$ cat src/rtl/counter_key_ctrl.sv
// Count-key sequencer: synchronise and debounce the key, qualify presses by switch popcount,
// drive a saturating counter. Optional autorepeat enabled by COUNTER_KEY_CTRL_AUTOREPEAT_EN.
module counter_key_ctrl #(
  parameter int SW_WIDTH        = 10,
  parameter int CNT_WIDTH       = 8,
  parameter int THRESHOLD       = 3,
  parameter int DEBOUNCE_CYCLES = 16,
  parameter int REPEAT_CYCLES   = 64
) (
  input  logic                 clk100_i,
  input  logic                 rstn_i,
  input  logic                 key_i,
  input  logic [SW_WIDTH-1:0]  sw_i,
  input  logic                 clr_i,
  output logic [CNT_WIDTH-1:0] cnt_o,
  output logic                 inc_o,
  output logic                 rej_o,
  output logic                 ovf_o,
  output logic [1:0]           state_o
);

  localparam int DEB_W = (DEBOUNCE_CYCLES > 1) ? $clog2(DEBOUNCE_CYCLES) : 1;
  localparam logic [DEB_W-1:0] DEB_LAST = DEB_W'(DEBOUNCE_CYCLES - 1);

  typedef enum logic [1:0] {
    IDLE      = 2'b00,
    DEB_PRESS = 2'b01,
    PRESSED   = 2'b10,
    DEB_REL   = 2'b11
  } state_t;

  function automatic int unsigned popcount(input logic [SW_WIDTH-1:0] v);
    int unsigned n;
    n = 0;
    for (int i = 0; i < SW_WIDTH; i++) begin
      if (v[i]) n++;
    end
    return n;
  endfunction

  logic                key_p0, key_p1;
  logic [SW_WIDTH-1:0] sw_p0, sw_p1;
  state_t              state_q, state_d;
  logic [DEB_W-1:0]    deb_q, deb_d;
  logic                confirm;
  logic                qualified;

  // Stage p0/p1: two-flop synchronisers; key idles released (high)
  always_ff @(posedge clk100_i or negedge rstn_i) begin
    if (!rstn_i) begin
      key_p0 <= 1'b1;
      key_p1 <= 1'b1;
      sw_p0  <= '0;
      sw_p1  <= '0;
    end else begin
      key_p0 <= key_i;
      key_p1 <= key_p0;
      sw_p0  <= sw_i;
      sw_p1  <= sw_p0;
    end
  end

`ifdef COUNTER_KEY_CTRL_AUTOREPEAT_EN
  localparam int RPT_W = (REPEAT_CYCLES > 1) ? $clog2(REPEAT_CYCLES) : 1;
  localparam logic [RPT_W-1:0] RPT_LAST = RPT_W'(REPEAT_CYCLES - 1);
  logic [RPT_W-1:0] rpt_q, rpt_d;

  always_ff @(posedge clk100_i or negedge rstn_i) begin
    if (!rstn_i) rpt_q <= '0;
    else         rpt_q <= rpt_d;
  end
`endif

  // Debounce FSM state register
  always_ff @(posedge clk100_i or negedge rstn_i) begin
    if (!rstn_i) begin
      state_q <= IDLE;
      deb_q   <= '0;
    end else begin
      state_q <= state_d;
      deb_q   <= deb_d;
    end
  end

  always_comb begin
    state_d = state_q;
    deb_d   = deb_q;
    confirm = 1'b0;
`ifdef COUNTER_KEY_CTRL_AUTOREPEAT_EN
    rpt_d   = rpt_q;
`endif
    case (state_q)
      IDLE: begin
        if (!key_p1) begin
          state_d = DEB_PRESS;
          deb_d   = '0;
        end
      end
      DEB_PRESS: begin
        if (key_p1) begin
          state_d = IDLE;
        end else if (deb_q == DEB_LAST) begin
          state_d = PRESSED;
          confirm = 1'b1;
`ifdef COUNTER_KEY_CTRL_AUTOREPEAT_EN
          rpt_d   = '0;
`endif
        end else begin
          deb_d = deb_q + DEB_W'(1);
        end
      end
      PRESSED: begin
        if (key_p1) begin
          state_d = DEB_REL;
          deb_d   = '0;
        end else begin
`ifdef COUNTER_KEY_CTRL_AUTOREPEAT_EN
          if (rpt_q == RPT_LAST) begin
            confirm = 1'b1;
            rpt_d   = '0;
          end else begin
            rpt_d = rpt_q + RPT_W'(1);
          end
`endif
        end
      end
      DEB_REL: begin
        if (!key_p1) begin
          state_d = PRESSED;
`ifdef COUNTER_KEY_CTRL_AUTOREPEAT_EN
          rpt_d   = '0;
`endif
        end else if (deb_q == DEB_LAST) begin
          state_d = IDLE;
        end else begin
          deb_d = deb_q + DEB_W'(1);
        end
      end
      default: state_d = IDLE;
    endcase
  end

  assign qualified = (popcount(sw_p1) > THRESHOLD);
  assign state_o   = state_q;

  // Counter stage: clear is applied last so it overrides a same-edge increment
  always_ff @(posedge clk100_i or negedge rstn_i) begin
    if (!rstn_i) begin
      cnt_o <= '0;
      inc_o <= 1'b0;
      rej_o <= 1'b0;
      ovf_o <= 1'b0;
    end else begin
      inc_o <= 1'b0;
      rej_o <= 1'b0;
      if (confirm) begin
        if (qualified) begin
          if (cnt_o != '1) begin
            cnt_o <= cnt_o + CNT_WIDTH'(1);
            inc_o <= 1'b1;
          end else begin
            ovf_o <= 1'b1;
          end
        end else begin
          rej_o <= 1'b1;
        end
      end
      if (clr_i) begin
        cnt_o <= '0;
        ovf_o <= 1'b0;
        inc_o <= 1'b0;
      end
    end
  end

endmodule

$ cat config.mk
export PLATFORM = sky130hd
export DESIGN_NAME = counter_key_ctrl
export DESIGN_NICKNAME = d
export VERILOG_FILES = /design/src/rtl/counter_key_ctrl.sv
export SDC_FILE = /design/constraint.sdc
export NUM_CORES = 1
export LEC_CHECK = 0
export ABC_CLOCK_PERIOD_IN_PS = 8260
export CAP_MARGIN = 20
export CORE_MARGIN = 4
export CORE_UTILIZATION = 25
export CTS_BUF_LIST = sky130_fd_sc_hd__clkbuf_4 sky130_fd_sc_hd__clkbuf_8
export CTS_CLUSTER_SIZE = 24
export DETAILED_ROUTE_END_ITERATION = 16
export SETUP_SLACK_MARGIN = 0.02
export SLEW_MARGIN = 10
export SYNTH_ARGS = -nofsm -noshare
export SYNTH_HDL_FRONTEND = slang
export SYNTH_SLANG_ARGS = --single-unit
$ cat constraint.sdc
create_clock -name clk100_i -period 8.26 [get_ports clk100_i]
set_input_delay 2.478 -clock clk100_i [delete_from_list [all_inputs] [get_ports clk100_i]]
set_output_delay 2.478 -clock clk100_i [all_outputs]
set_load 0.05 [all_outputs]
Yosys cells after proc, flatten, opt, wreduce, memory -nomap -nowiden
Cells that the tools add are included.
{"block": "word_totals", "inputBits": 14, "out_inout_bits": 13, "wordCells": 82, "register_bits": 39}
{"block": "classes", "n_addsub": 11, "n_lt_le_gt_ge": 1, "n_eq_ne": 12, "mux": 40, "n_reduce_logical": 8}
{"op": "$mux 32", "count": 9}
{"op": "$add 32x1->32 const B", "count": 8}
{"op": "$gt 32x2->1 const B", "count": 1}
{"op": "$mux 8", "count": 4}
{"op": "$mux 4", "count": 5}
{"op": "$pmux 4 s4", "count": 1}
{"op": "$mux 1", "count": 14}
{"op": "$mux 2", "count": 6}
{"op": "$ne 2x2->1 const B", "count": 5}
{"op": "$add 8x1->8 const B", "count": 1}
{"op": "$ne 8x8->1 const B", "count": 1}
{"op": "$pmux 2 s4", "count": 1}
{"op": "$reduce_and 4->1", "count": 2}
{"op": "$ne 3x3->1 const B", "count": 2}
{"op": "$reduce_and 3->1", "count": 2}
{"op": "$reduce_bool 2->1", "count": 3}
{"op": "$add 4x1->4 const B", "count": 1}
{"op": "$eq 2x2->1 const B", "count": 2}
{"op": "$eq 4x4->1 const B", "count": 1}
{"op": "$add 1x1->2 const B", "count": 1}
{"op": "$eq 2x1->1 const B", "count": 1}
{"op": "$logic_not 2->1", "count": 1}

Logic depth before layout (Yosys ltp)
{"block": "logic_depth", "word_depth": 23, "depth_mapped": 27, "depth_no_buf": 26}

Least setup slack after synthesis
No wires, ideal clock.
{"block": "synth_path", "kind": "register -> register", "startpoint": "register sw_p1[0]", "endpoint": "register cnt_o[0]", "path_buffers": 2, "period_less_slack_ps": 5548, "setup_slack_ps": 2712, "path_stages_with_launch": 28, "setup_time_ps": 125, "arrival_time_ps": 5424, "required_ps": 8135, "cell_sequence": "dfrtp_1 > inv_1 > ha_1 > buf_6 > xnor3_2 > inv_1 > ha_1 > nand2_1 > o221ai_1 > ha_1 > nor2b_1 > nor2_1 > ha_1 > and2_1 > or2_2 > ha_1 > nor2b_1 > a21oi_1 > ha_1 > and2_1 > or2_2 > ha_1 > a21oi_1 > o21bai_1 > o2111a_2 > buf_2 > nor2_1 > mux2_2"}
{"block": "synth_via", "elab_chain_cells": 22}
{"element": "from (decl)", "line": "42", "rtl": "logic [SW_WIDTH-1:0] sw_p0, sw_p1;"}
{"element": "from (signal assigned)", "line": "59", "rtl": "sw_p1 <= sw_p0;"}
{"element": "$mux 1 (*)", "line": "36", "rtl": "if (v[i]) n++;"}
{"element": "$add 1x1->2", "line": "36"}
{"element": "$mux 32 (*)", "line": "36"}
{"element": "$add 32x1->32", "line": "36"}
{"element": "$mux 32 (*)", "line": "36"}
{"element": "$add 32x1->32", "line": "36"}
{"element": "$mux 32 (*)", "line": "36"}
{"element": "$add 32x1->32", "line": "36"}
{"element": "[6 not listed]"}
{"element": "$mux 32 (*)", "line": "36"}
{"element": "$add 32x1->32", "line": "36"}
{"element": "$mux 32 (*)", "line": "36"}
{"element": "$add 32x1->32", "line": "36"}
{"element": "$mux 32 (*)", "line": "36"}
{"element": "$gt 32x2->1 (*)", "line": "143", "rtl": "assign qualified = (popcount(sw_p1) > THRESHOLD);"}
{"element": "$reduce_bool 2->1 (no source line) (*)"}
{"element": "$reduce_and 3->1 (no source line) (*)"}
{"element": "to (signal assigned)", "line": "159", "rtl": "cnt_o <= cnt_o + CNT_WIDTH'(1);"}
{"element": "to (decl)", "line": "15", "rtl": "output logic [CNT_WIDTH-1:0] cnt_o,"}
Every way passes the cells marked *; elsewhere a longest branch is shown, timed or not.
A chain may end at the register's enable or synchronous reset.

Worst setup path in the final report
{"block": "layout_path", "startpoint": "register sw_p1[0]", "endpoint": "register cnt_o[4]"}
The elaborated chain is that of the path after synthesis.

==> impl_metrics.yaml <==
outcome:
  status: "finished clean"
clock_tree:
  cts.path.max_buffers: 2
  cts_max_level: 2
  cts_setup_buffers: 0
  cts_tree: "done"
  cts.sinks: 39
  hold_buffers: 0
  clk_pin_slew_worst_paths_ns: 0.08
  insertion_delay_ns: 0.29
  clockRootBuffer: "clkbuf_8"
  numCtsBuffers: 5
  cts.repair.resized: 0
yosys:
  synthFlopType: "dfrtp_1"
  synth_seq_cells: 39
  synth_cell_types: 50
  ys_warn_count: 0
  synth.avg_cell_area_um2: 10.5
  async_reset_ff_share_pct: 100
  syn_area_mm2: 0.00223
  syn_nets: 240
  seq_area_frac_synth_pct: 43.9
  synth_edf_count: 0
  synthCells: 213
layout:
  nFillCells: 912
  final_cell_mix: "37 x dfrtp_1, 25 x clkdlybuf4s50_1, 15 x nor2_1"
  insertedDiodeCount: 0
  fin_nets: 265
  areaGrowthSynthToFinish_pct: 19.5
  drive_above_1_share_pct: 10.9
  final_common_cell: "dfrtp_1"
floorplanning:
  initial_core_util_pct: 25.7
  pin_count: 27
  die_w_um: 102
  core_region_area_mm2: 0.00868
  die_area_mm2: 0.0105
  die_y_um: 102
  num_rows: 34
pwr:
  power.switching_uw: 164
  p_leak_nw: 1.13
  clkPwrFrac_pct: 25.4
  power.density_mw_per_mm2: 189
  sw_frac_of_total_pct: 32.5
  finalPower_uw: 504
  intPower_uw: 340
  combPwrFrac_pct: 33.2
  irDropWorstVdd_uv: 72.5
  pwr-share-seq_pct: 41.3
worst_hold_path:
  hold_start: "sw_p0[0]"
  min_delay_worst_endpoint: "sw_p1[0]"
  min_path_type: "flop to flop"
  hold_depth: 0
global_route:
  grt_usage_pct: 8.77
  first_global_vias: 1619
  grt_max_degree: 40
  grt-ovfl-total: 0
  antenna_found_initial: 0
  grt_pass1_wl_um: 7300
timing:
  max_freq_ghz: 0.169
  min_period_over_period_pct: 71.5
  worst_pin_slew_ns: 0.879
  clock_skew_ns: 0.00946
  max-slew-margin-rel_pct: 41.4
  grt_setup_unrepaired: "no"
  fin_tns_setup_ns: 0
  fin_crit_ns: 5.90
  slew_viol_final: 0
  setup_viol: 0
  finalHoldViolCount: 0
worst_setup_path:
  worst_setup_path_start_kind: "flop"
  max_stage_delay_ns: 0.55
  worstPathMaxFanout: 17
  crit-reg2reg-launch: "sw_p1[0]"
  path_common_cell: "ha_1"
  ff2ff_path_depth: 25
  crit_family: "adder cells"
  end_kind: "flop"
  crit_type: "flop to flop"
  cp.required_ns: 8.46
  path_buf_inv: 2
  reg2reg_slack_ns: 2.36
  r2r_end: "cnt_o[4]"
  slowest_stage: "xnor3_2"
  crit_arrival_ns: 6.11
route:
  route.detailed.drc: 0
  routedWlPerCell_um: 12.0
  drtIter0Drc: 75
  vias_per_cell: 4.62
  antenna_left: 0
  finalWirelength_um: 4170
  drt_first_pass_iters: 3
  vias: 1602
placed_design:
  place_hpwl_um: 3110
  io_buffers: 26
  place_congestion: 0.803
run:
  maxCapViolations: 0
## cells in the mapped netlist, types with 4 or more instances
library cell  number  share of area, %
nand2_1           14               2.4
a21oi_1           13               2.9
o21ai_0           12               2.7
or3_1              6               1.7
xor2_1             5               2.0
nor2_1            15               2.5
xnor2_1            5               2.0
buf_2              4              0.90
inv_1              9               1.5
a22o_1             4               1.6
dfrtp_1           37                42
nand3_1            7               1.6
mux2_2             4               2.0
and3_1             6               1.7
nand4_1            4               1.1
nor2b_1            6               1.7
ha_1              13               7.3
## layout make-up
cell class / count / area, µm² / area share [%]
Clock buffer: 6 / 76.3 / 2.87
Sequential cell: 39 / 978 / 36.8
Timing Repair Buffer: 26 / 255 / 9.59
Clock inverter: 2 / 13.8 / 0.517
Inverter: 9 / 33.8 / 1.27
Multi-Input combinational cell: 157 / 1170 / 43.9
Tap cell: 108 / 135 / 5.08
## logic make-up after synthesis
group                      share of synthesized area, %
and+or+nand+nor                                    19.4
DFF                                                43.9
xor gates and xnor gates                           10.5
muxes                                              2.92
AOI/OAI and AO/OA                                  12.3
buffers and inverters                              3.60
adders and majority gates                          7.30
## per-layer routing
layer / vias to the layer above / track usage [%] / share of wire [%]
met1: 773 / 10.8 / 46
met3: 5 / 2.66 / 3.1
met2: 18 / 14.6 / 49
li1: 806 / - / -
met4: 0 / 2.83 / 1.3
met5: - / 0 / 0
## metrics by stage
step,cell area [µm²],worst slack [ns],util (%),cells,hold slack (ns)
after floorplan,2230,2.71,-,213,0.331
after global placement,2570,2.55,29.6,339,0.333
after detailed placement,2570,2.38,29.6,339,0.336
after CTS,2660,2.35,30.7,347,0.354
after global routing,2660,1.92,30.7,347,0.362
final,2660,2.36,30.7,347,0.351
## flip-flops by register name (all words and copies together) (netlist names), 4 cells and up, named ones only
name,cells
deb_q,4
cnt_o,8
sw_p0,10
sw_p1,10
## power by group through the flow
stage          Sequential, mW  Combinational (mW)  Clock (mW)
6_report                0.208               0.167       0.128
5_1_grt                 0.210               0.191       0.145
4_1_cts                 0.209               0.168       0.135
3_5_place_dp            0.212               0.167           0
3_3_place_gp            0.212               0.163           0
2_1_floorplan           0.209               0.139           0
## how the worst max path moves through the flow
stage	start	to	slack, ns	depth (start not counted)
2_1_floorplan	sw_p1[0]	cnt_o[0]	2.71	27
3_3_place_gp	sw_p1[0]	cnt_o[5]	2.55	25
3_5_place_dp	sw_p1[0]	cnt_o[5]	2.38	25
4_1_cts	sw_p1[0]	cnt_o[5]	2.35	25
5_1_grt	sw_p1[1]	cnt_o[5]	1.92	25
6_report	sw_p1[0]	cnt_o[4]	2.36	25
No activity file was read; power rests on OpenSTA's default activity.
==> edit, RTL diff (same settings) <==
`SW_WIDTH`: 10 -> 20.
--- a/src/rtl/counter_key_ctrl.sv
+++ b/src/rtl/counter_key_ctrl.sv
@@ -2,5 +2,5 @@
 // drive a saturating counter. Optional autorepeat enabled by COUNTER_KEY_CTRL_AUTOREPEAT_EN.
 module counter_key_ctrl #(
-  parameter int SW_WIDTH        = 10,
+  parameter int SW_WIDTH        = 20,
   parameter int CNT_WIDTH       = 8,
   parameter int THRESHOLD       = 3,
Interface: changed (resized sw_i); port bits go from 27 to 37. The function was not compared with the original's and may differ.
==> edit against the original RTL <==
The flow now finishes with violations (negative setup slack). Via count grew to 3.5 times the old value. Sequential share of layout area is 19 points lower. Worst setup slack got worse by 5.4 ns. Critical path depth up 45. Routed wire length grew to 4.1 times the old value. Design area grew to 3.2 times the old value. Clock skew increased by 0.0067 ns. Clock power increased by 140%. Sequential cell count increased by 20. Synthesized cell count grew to 2.8 times the old value. Global-route usage increased by 5.5 points. Sequential power rose by 53%. Power increased to 7.5 times the old value. Synthesized area is 130% higher. Critical path type unchanged. Largest cell class unchanged. Highest routed layer unchanged.
==> edit: results (changes against the original RTL) <==
[status]
outcome = finished with violations
violations = negative setup slack

[synth]
synth_common_cells = 58 x nand2_1, 57 x dfrtp_1, 37 x xnor2_1
seq_area_frac_synth_pct = 29.01  ; -15 points
yosys.area_share.adder_pct = 5.793  ; -1.5 points
yosys.area_share.xor_xnor_pct = 12.32  ; +1.8 points
synthMuxAreaShare_pct = 4.345  ; +1.4 points
netlist_top_cells_area = dfrtp_1 28%, xnor2_1 6.4%, ha_1 5.4%
synth_compound_area_share_pct = 20.08  ; +7.8 points
syn-num-nets = 635  ; +160%

[worst_setup_path]
r2r_end = cnt_o[0]
crit_arrival_ns = 11.52  ; +5.41 ns
crit_fanout = 8  ; -9
path_depth = 70  ; +180%
reg2reg_depth = 70  ; +180%
max_stage_delay_ns = 0.53  ; -0.02 ns
critPathSlowestCell = or4b_4
r2r-start = sw_p1[0]
crit_family = buffers and inverters

[grt]
grtUsageTotal_pct = 14.25  ; +5.5 points
grt_pass1_wl_um = 26180  ; +260%
grt_pass1_vias = 5397  ; +230%
grt_max_degree = 60  ; +50%

[clocking]
h-tree-depth = 3  ; +1
cts_buffers = 9  ; +4
clock_latency_ns = 0.35  ; +0.06 ns
ctsRootBufferMaster = clkbuf_8
clk_pin_slew_ns = 0.08  ; about the same

[finish]
n_fill_cell = 1864  ; +100%
drive_above_1_share_pct = 45.27  ; +34 points
nets = 907  ; +240%
top_regs = sw_p0 (20), sw_p1 (20), cnt_o (8)

[sta]
setup-violations-final = 11  ; +11
finClkSkew_ns = 0.01613  ; +0.006674 ns
hold-worst-slack_ns = 0.3357  ; -0.01518 ns
worstMarginPinSlew_ns = 0.7493  ; -0.1295 ns
finalWorstSetupSlack_ns = -3.043  ; -5.399 ns

[pwr]
ir_drop_uv = 177.9  ; +150%
p_leak_nw = 3.668  ; +230%

[placement]
routabilityCongestion = 0.7898  ; -1.7%
place_ws_ns = -3.329  ; -5.712 ns
io_buffers = 36  ; +38%
dpl-instance-area_mm2 = 0.006814  ; +170%
dp.final_hpwl_um = 9507  ; +210%

[worst_hold_path]
hold_end = sw_p1[5]
hold_depth = 0  ; unchanged
hold_start = sw_p0[5]
hold_class = reg2reg

[drt]
drt-pass1-iter-count = 5  ; +2
first_iter_violations = 335  ; +350%
via_count = 5564  ; +250%
wirelength_um = 16950  ; +310%

[edit: changes by cell type after synthesis, sizes merged, moves of 10 or more]
cell	delta
o31ai	+10
dfrtp	+20
mux2i	+10
clkbuf	+10
o21ai	+15
nor2	+22
nand3	+27
a21oi	+19
xnor2	+29
nor3	+16
nand2	+44
inv	+15
[edit: worst max-delay path by stage]
stage / start / end / slack (ns)
after CTS: sw_p1[0] / cnt_o[0] / -2.85
final: sw_p1[0] / cnt_o[0] / -3.04
after detailed placement: sw_p1[0] / cnt_o[7] / -3.33
after global placement: sw_p1[0] / cnt_o[0] / -3.01
after floorplan: sw_p1[0] / cnt_o[7] / -2.78
after global routing: sw_p1[1] / cnt_o[0] / -3.45
[edit: stage by stage]
step           TNS (ns)  cells  util, %
2_1_floorplan    -29.08    589        -
4_1_cts          -30.50   1121    40.48
3_3_place_gp     -31.71    997    34.45
5_1_grt          -37.07   1131    42.84
6_report         -32.65   1131    42.84
3_5_place_dp     -34.94    997    34.45
[edit: cell type report]
class	count	area share, %
clock buffers	12	1.875
multi-input cells	487	48.80
inverters	24	1.093
repair buffers	280	25.99
well taps	265	3.913
clock inverters	4	0.8711
flip-flops and latches	59	17.47
[edit: power breakdown]
group          internal, W  switching [W]  total (W)
Sequential        0.000302      0.0000167   0.000319
Combinational      0.00170        0.00144    0.00314
Clock             0.000190       0.000121   0.000311
Total              0.00220        0.00158    0.00377
[edit: routing by layer]
layer	global-route usage, %	share of wire, %	vias to the layer above
met5	0	0	-
met4	8.522	5.1	0
met3	1.586	3.8	59
met2	24.51	49	157
met1	17.09	42	2654
li1	-	-	2694
[edit: timing repair]
action | 4_1_cts | 5_1_grt
setup buffers | 109 | 12
endpoints found under the setup margin | 11 | 11
resized for setup | 34 | 81
pin swaps | 25 | 47
